--- src/rtl/ex_seq_alu_pkg.sv ---
// Shared execute-stage constants and the single-cycle ALU function.
// The ALU and branch encodings match the decode stage's constant tables.
package ex_seq_alu_pkg;

   localparam logic [3:0] ALU_ADD    = 4'b0000;
   localparam logic [3:0] ALU_SLL    = 4'b0001;
   localparam logic [3:0] ALU_SLT    = 4'b0010;
   localparam logic [3:0] ALU_SLTU   = 4'b0011;
   localparam logic [3:0] ALU_XOR    = 4'b0100;
   localparam logic [3:0] ALU_SRL    = 4'b0101;
   localparam logic [3:0] ALU_OR     = 4'b0110;
   localparam logic [3:0] ALU_AND    = 4'b0111;
   localparam logic [3:0] ALU_SUB    = 4'b1000;
   localparam logic [3:0] ALU_CP_IN2 = 4'b1001;
   localparam logic [3:0] ALU_JALR   = 4'b1010;
   localparam logic [3:0] ALU_CSRRC  = 4'b1011;
   localparam logic [3:0] ALU_SRA    = 4'b1101;
   localparam logic [3:0] ALU_X_OP   = 4'b1111;

   localparam logic [2:0] BR_BEQ     = 3'b000;
   localparam logic [2:0] BR_BNE     = 3'b001;
   localparam logic [2:0] BR_JUMP    = 3'b010;
   localparam logic [2:0] BR_NO_JUMP = 3'b011;
   localparam logic [2:0] BR_BLT     = 3'b100;
   localparam logic [2:0] BR_BGE     = 3'b101;
   localparam logic [2:0] BR_BLTU    = 3'b110;
   localparam logic [2:0] BR_BGEU    = 3'b111;

   function automatic logic is_shift(input logic [3:0] op);
      return (op == ALU_SLL) || (op == ALU_SRL) || (op == ALU_SRA);
   endfunction

   // Shift codes return the operand unchanged: a zero-distance shift completes here.
   function automatic logic [31:0] alu_calc(input logic [3:0] op, input logic [31:0] a,
                                            input logic [31:0] b);
      logic [31:0] r;
      r = '0;
      case (op)
         ALU_ADD:    r = a + b;
         ALU_SUB:    r = a - b;
         ALU_SLT:    r = {31'b0, $signed(a) < $signed(b)};
         ALU_SLTU:   r = {31'b0, a < b};
         ALU_XOR:    r = a ^ b;
         ALU_OR:     r = a | b;
         ALU_AND:    r = a & b;
         ALU_CP_IN2: r = b;
         ALU_JALR:   r = (a + b) & ~32'h1;
         ALU_CSRRC:  r = a & ~b;
         ALU_SLL, ALU_SRL, ALU_SRA: r = a;
         default:    r = '0;
      endcase
      return r;
   endfunction

endpackage

--- src/rtl/ex_seq_alu_branch_cmp.sv ---
// Combinational branch condition evaluation on the raw register operands.
// Kept standalone so an early branch-resolve stage can reuse it.
module ex_seq_alu_branch_cmp
   import ex_seq_alu_pkg::*;
(
   input  logic [2:0]  branch_alu_op,
   input  logic [31:0] data1,
   input  logic [31:0] data2,
   output logic        taken
);

   always_comb begin
      taken = 1'b0;
      case (branch_alu_op)
         BR_BEQ:     taken = (data1 == data2);
         BR_BNE:     taken = (data1 != data2);
         BR_BLT:     taken = ($signed(data1) <  $signed(data2));
         BR_BGE:     taken = ($signed(data1) >= $signed(data2));
         BR_BLTU:    taken = (data1 <  data2);
         BR_BGEU:    taken = (data1 >= data2);
         BR_JUMP:    taken = 1'b1;
         default:    taken = 1'b0;
      endcase
   end

endmodule

--- src/rtl/ex_seq_alu.sv ---
// Execute-stage ALU with iterative shifter and valid/ready handshakes on both sides.
// Shifts walk SHIFT_STEP bits per cycle; every other op finishes on the accept edge.
module ex_seq_alu
   import ex_seq_alu_pkg::*;
#(
   parameter int SHIFT_STEP = 1
)
(
   input  logic        clk,
   input  logic        rst,
   input  logic        flush,
   input  logic        in_valid,
   output logic        in_ready,
   input  logic [3:0]  alu_op,
   input  logic [2:0]  branch_alu_op,
   input  logic [31:0] in1,
   input  logic [31:0] in2,
   input  logic [31:0] data1,
   input  logic [31:0] data2,
   output logic        out_valid,
   input  logic        out_ready,
   output logic [31:0] z,
   output logic        taken
);

   typedef enum logic [1:0] {
      ST_IDLE  = 2'd0,
      ST_SHIFT = 2'd1,
      ST_DONE  = 2'd2
   } state_t;

   localparam logic [4:0] STEP = 5'(SHIFT_STEP);

   state_t      state, state_n;
   logic [31:0] z_q;
   logic        taken_q;
   logic [4:0]  count;
   logic [3:0]  op_q;
   logic        accept;
   logic        start_shift;
   logic        br_taken;
   logic [4:0]  step;
   logic [31:0] shifted;

   ex_seq_alu_branch_cmp u_branch_cmp (
      .branch_alu_op (branch_alu_op),
      .data1         (data1),
      .data2         (data2),
      .taken         (br_taken)
   );

   // A request is taken when idle, or when the held result leaves this same cycle.
   assign in_ready    = !flush && ((state == ST_IDLE) || ((state == ST_DONE) && out_ready));
   assign accept      = in_valid && in_ready;
   assign start_shift = is_shift(alu_op) && (in2[4:0] != 5'd0);
   assign step        = (count < STEP) ? count : STEP;
   assign out_valid   = (state == ST_DONE);
   assign z           = z_q;
   assign taken       = taken_q;

   always_comb begin
      shifted = z_q;
      case (op_q)
         ALU_SLL: shifted = z_q << step;
         ALU_SRL: shifted = z_q >> step;
         ALU_SRA: shifted = 32'($signed(z_q) >>> step);
         default: shifted = z_q;
      endcase
   end

   always_ff @(posedge clk) begin
      if (rst) state <= ST_IDLE;
      else     state <= state_n;
   end

   always_comb begin
      state_n = state;
      if (flush) begin
         state_n = ST_IDLE;
      end else if (accept) begin
         state_n = start_shift ? ST_SHIFT : ST_DONE;
      end else begin
         case (state)
            ST_SHIFT: if (count == step) state_n = ST_DONE;
            ST_DONE:  if (out_ready)     state_n = ST_IDLE;
            default:  state_n = state;
         endcase
      end
   end

   always_ff @(posedge clk) begin
      if (rst) begin
         z_q     <= '0;
         taken_q <= 1'b0;
         count   <= '0;
         op_q    <= ALU_ADD;
      end else if (accept) begin
         op_q    <= alu_op;
         taken_q <= br_taken;
         if (start_shift) begin
            z_q   <= in1;
            count <= in2[4:0];
         end else begin
            z_q   <= alu_calc(alu_op, in1, in2);
            count <= '0;
         end
      end else if ((state == ST_SHIFT) && !flush) begin
         z_q   <= shifted;
         count <= count - step;
      end
   end

endmodule

--- config.mk ---
export PLATFORM = sky130hd
export DESIGN_NAME = ex_seq_alu
export DESIGN_NICKNAME = d
export VERILOG_FILES = /design/src/rtl/ex_seq_alu_pkg.sv /design/src/rtl/ex_seq_alu_branch_cmp.sv /design/src/rtl/ex_seq_alu.sv
export SDC_FILE = /design/constraint.sdc
export NUM_CORES = 1
export LEC_CHECK = 0
export ABC_CLOCK_PERIOD_IN_PS = 6900
export CAP_MARGIN = 30
export CELL_PAD_IN_SITES_DETAIL_PLACEMENT = 0
export CELL_PAD_IN_SITES_GLOBAL_PLACEMENT = 1
export CORE_UTILIZATION = 42
export CTS_CLUSTER_DIAMETER = 150
export DETAILED_ROUTE_END_ITERATION = 6
export GPL_ROUTABILITY_DRIVEN = 0
export PLACE_DENSITY_LB_ADDON = 0.1
export SLEW_MARGIN = 25
export SYNTH_ARGS = -nofsm -noshare
export SYNTH_HDL_FRONTEND = slang
export SYNTH_SLANG_ARGS = --single-unit
--- constraint.sdc ---
create_clock -name clk -period 6.9 [get_ports clk]
set_input_delay 0.69 -clock clk [delete_from_list [all_inputs] [get_ports clk]]
set_output_delay 0.69 -clock clk [all_outputs]
set_load 0.05 [all_outputs]
==> out/qor.yml <==
cts_tree: "yes"
critPathKind: "in -> reg"
synth_area_um2: 9680
power_density_nw_per_um2: 120
layout.nets: 1834
dr_total_vias: 11700
rsz0062_at_grt: "no"
fillers: 2258
cts_root_buffer: "clkbuf_16"
port_buffers: 174
cts_buffer_depth: 2
switching_share: 0.444
die_x_um: 154
wl_per_cell_um: 21.5
num_antenna_cells: 0
synth_edf_count: 0
clkPwrFrac: 0.229
skew_ns: 0.00490
tightest_slew_ns: 0.885
seq_area_frac_synth: 0.0910
antenna_found_initial: 0
finalCoreUtilization: 0.521
slew_viol_final: 0
clock_latency_ns: 0.30
clk_pin_slew_worst_paths_ns: 0.07
cp_max_fo: 11
drc: 0
yosysTopAreaCellShare: 0.165
dp_hpwl_mm: 29.9
drtPass1Iterations: 6
endpoint_kind: "flop"
post-place-ws_ns: 2.26
grt_pass1_vias: 11000
status: "complete, no violations"
die_y_um: 154
htreeDepth: 2
p_seq_frac: 0.199
grt_usage: 0.330
synth_area_leaders: "ha_1, dfxtp_1, a21oi_1"
relSlewSlack: 0.406
via_per_inst: 6.35
synthDistinctLibCells: 91
avgSynthCellArea_um2: 6.65
synth_common_cells: "nor2_1, a21oi_1, inv_1"
yosysTopAreaCell: "ha_1"
fp.coreArea_um2: 22600
critPathArrivalTime_ns: 4.58
cts_hold_buf: 0
ant_nets: 0
hp-class: "reg -> reg"
leakage_nw: 4.79
finalWirelength_mm: 39.8
p_switching_uw: 629
finalCriticalPeriod_ns: 4.40
critPathRequiredTime_ns: 7.08
max_freq_ghz: 0.227
grt_pass1_wl_mm: 61.5
ios: 175
yosysMostFrequentCell: "nor2_1"
finalCritPeriodShare: 0.638
finalSetupTns_ns: 0
start_util: 0.427
dieArea_um2: 23700
layout_setup_ws_ns: 2.50
num_rows: 55
grt_max_degree: 61
maxCapViolCount: 0
setup_viol: 0
p_int_uw: 789
postSynthRegisterBits: 44
drtIter0Drc: 1186
async_flop_share: 0
overflow: 0
hold_viol_final: 0
synth_top_flop_cell: "dfxtp_1"
netlist_instances: 1456
clkSinkCount: 44
postCtsResizedCells: 0
post_cts.repair.setup_buffers: 0
numCtsBuffers: 5
drive_above_1_share: 0.0569
combPwrFrac: 0.571
start_kind: "input port"
ir_worst_vdd_v: 0.0000968
synth_nets: 1726
area_growth_pct: 22.0
synth_warnings: 0
-- routing by layer --
layer	GRT usage	vias to the layer above	share of wire
met5	0	-	0
met4	0.192	0	0.064
met3	0.0341	127	0.070
met2	0.550	588	0.46
met1	0.413	5444	0.41
li1	-	5583	-
-- cell type report --
type,count,area [µm²],area share
clock inverter,2,60.1,0.00509
tap,285,357,0.0302
multi-input combinational,1170,7890,0.668
timing repair buffer,202,1970,0.167
sequential,44,881,0.0746
inverter,141,529,0.0448
clock buffer,5,125,0.0106
-- sequential cells by signal (all words and copies together), names as in the netlist --
signal and cells:
z 32, count 5, op_q 4, state 2, taken 1
-- placed cells by master, fill, tap and decap left out, types with 6 or more instances in the layout --
cell             instances
nand3_1                 22
or2_2                    9
a21o_1                  20
or4_1                    7
nor2b_1                 14
a22oi_1                 11
a31oi_1                 42
o211ai_1                21
ha_1                   128
nand2b_1                 7
nor3_1                  34
buf_4                   26
a221oi_1                38
or3_1                    6
dfxtp_1                 44
o21bai_1                 7
a2111oi_0               12
o21ai_0                 78
nor4_1                  11
inv_1                  138
clkdlybuf4s50_1        173
o22a_1                   6
a211oi_1                38
nand2_1                134
xnor2_1                 13
and3_1                   9
a311oi_1                12
mux2i_1                  7
o31ai_1                  7
nand4_1                 18
a221o_1                  6
o22ai_1                  6
o221ai_1                15
a21oi_1                138
nor2_1                 167
xor2_1                   7
-- critical path, cell delays in order --
cell and delay (ns):
clkdlybuf4s50_1 0.60, inv_1 0.12, ha_1 0.43, a21oi_1 0.22
a21oi_1 0.10, o21ai_0 0.52, nand2b_1 0.31, a31oi_1 0.62
o31ai_1 0.16, xnor2_1 0.31, a221oi_1 0.14, a2111oi_0 0.37
-- per-stage QoR --
step / cells / total power [mW] / hold WS, ns / area, µm²
6_report: 1849 / 1.42 / 0.484 / 11800
5_1_grt: 1849 / 1.50 / 0.513 / 11800
4_1_cts: 1849 / 1.41 / 0.483 / 11800
3_5_place_dp: 1842 / 1.08 / 0.474 / 11600
3_3_place_gp: 1839 / 1.07 / 0.465 / 11600
2_1_floorplan: 1456 / 0.796 / 0.445 / 9680
-- power by group through the flow --
| stage | clock network [mW] | registers [mW] | logic (mW) |
|---|---|---|---|
| floorplan | 0 | 0.314 | 0.482 |
| global placement | 0 | 0.289 | 0.786 |
| detailed placement | 0 | 0.289 | 0.792 |
| CTS | 0.328 | 0.283 | 0.796 |
| global route | 0.341 | 0.284 | 0.878 |
| finish | 0.325 | 0.283 | 0.810 |
-- path summary, 6_finish.rpt --
kind,cells past startpoint,endpoint,from,slack [ns]
worst min-delay path,2,op_q[1],op_q[1],0.48
worst max-delay path,12,z[28],in2[3],2.50
worst min register to register,2,op_q[1],op_q[1],0.48
worst max register to register,8,z[0],state[1],3.80
-- cells by family (layout without fill, tap and decap cells) --
| logic type | Yosys count | count (layout) | share of synthesized area |
|---|---|---|---|
| and+or+nand+nor | 474 | 474 | 0.229 |
| AOI/OAI and AO/OA | 536 | 536 | 0.384 |
| DFF | 44 | 44 | 0.0910 |
| muxes | 10 | 10 | 0.0107 |
| adders and majority gates | 130 | 130 | 0.170 |
| buffers and inverters | 242 | 350 | 0.0971 |
| xor gates and xnor gates | 20 | 20 | 0.0181 |
Note: power is estimated with default switching activity, not from simulation.
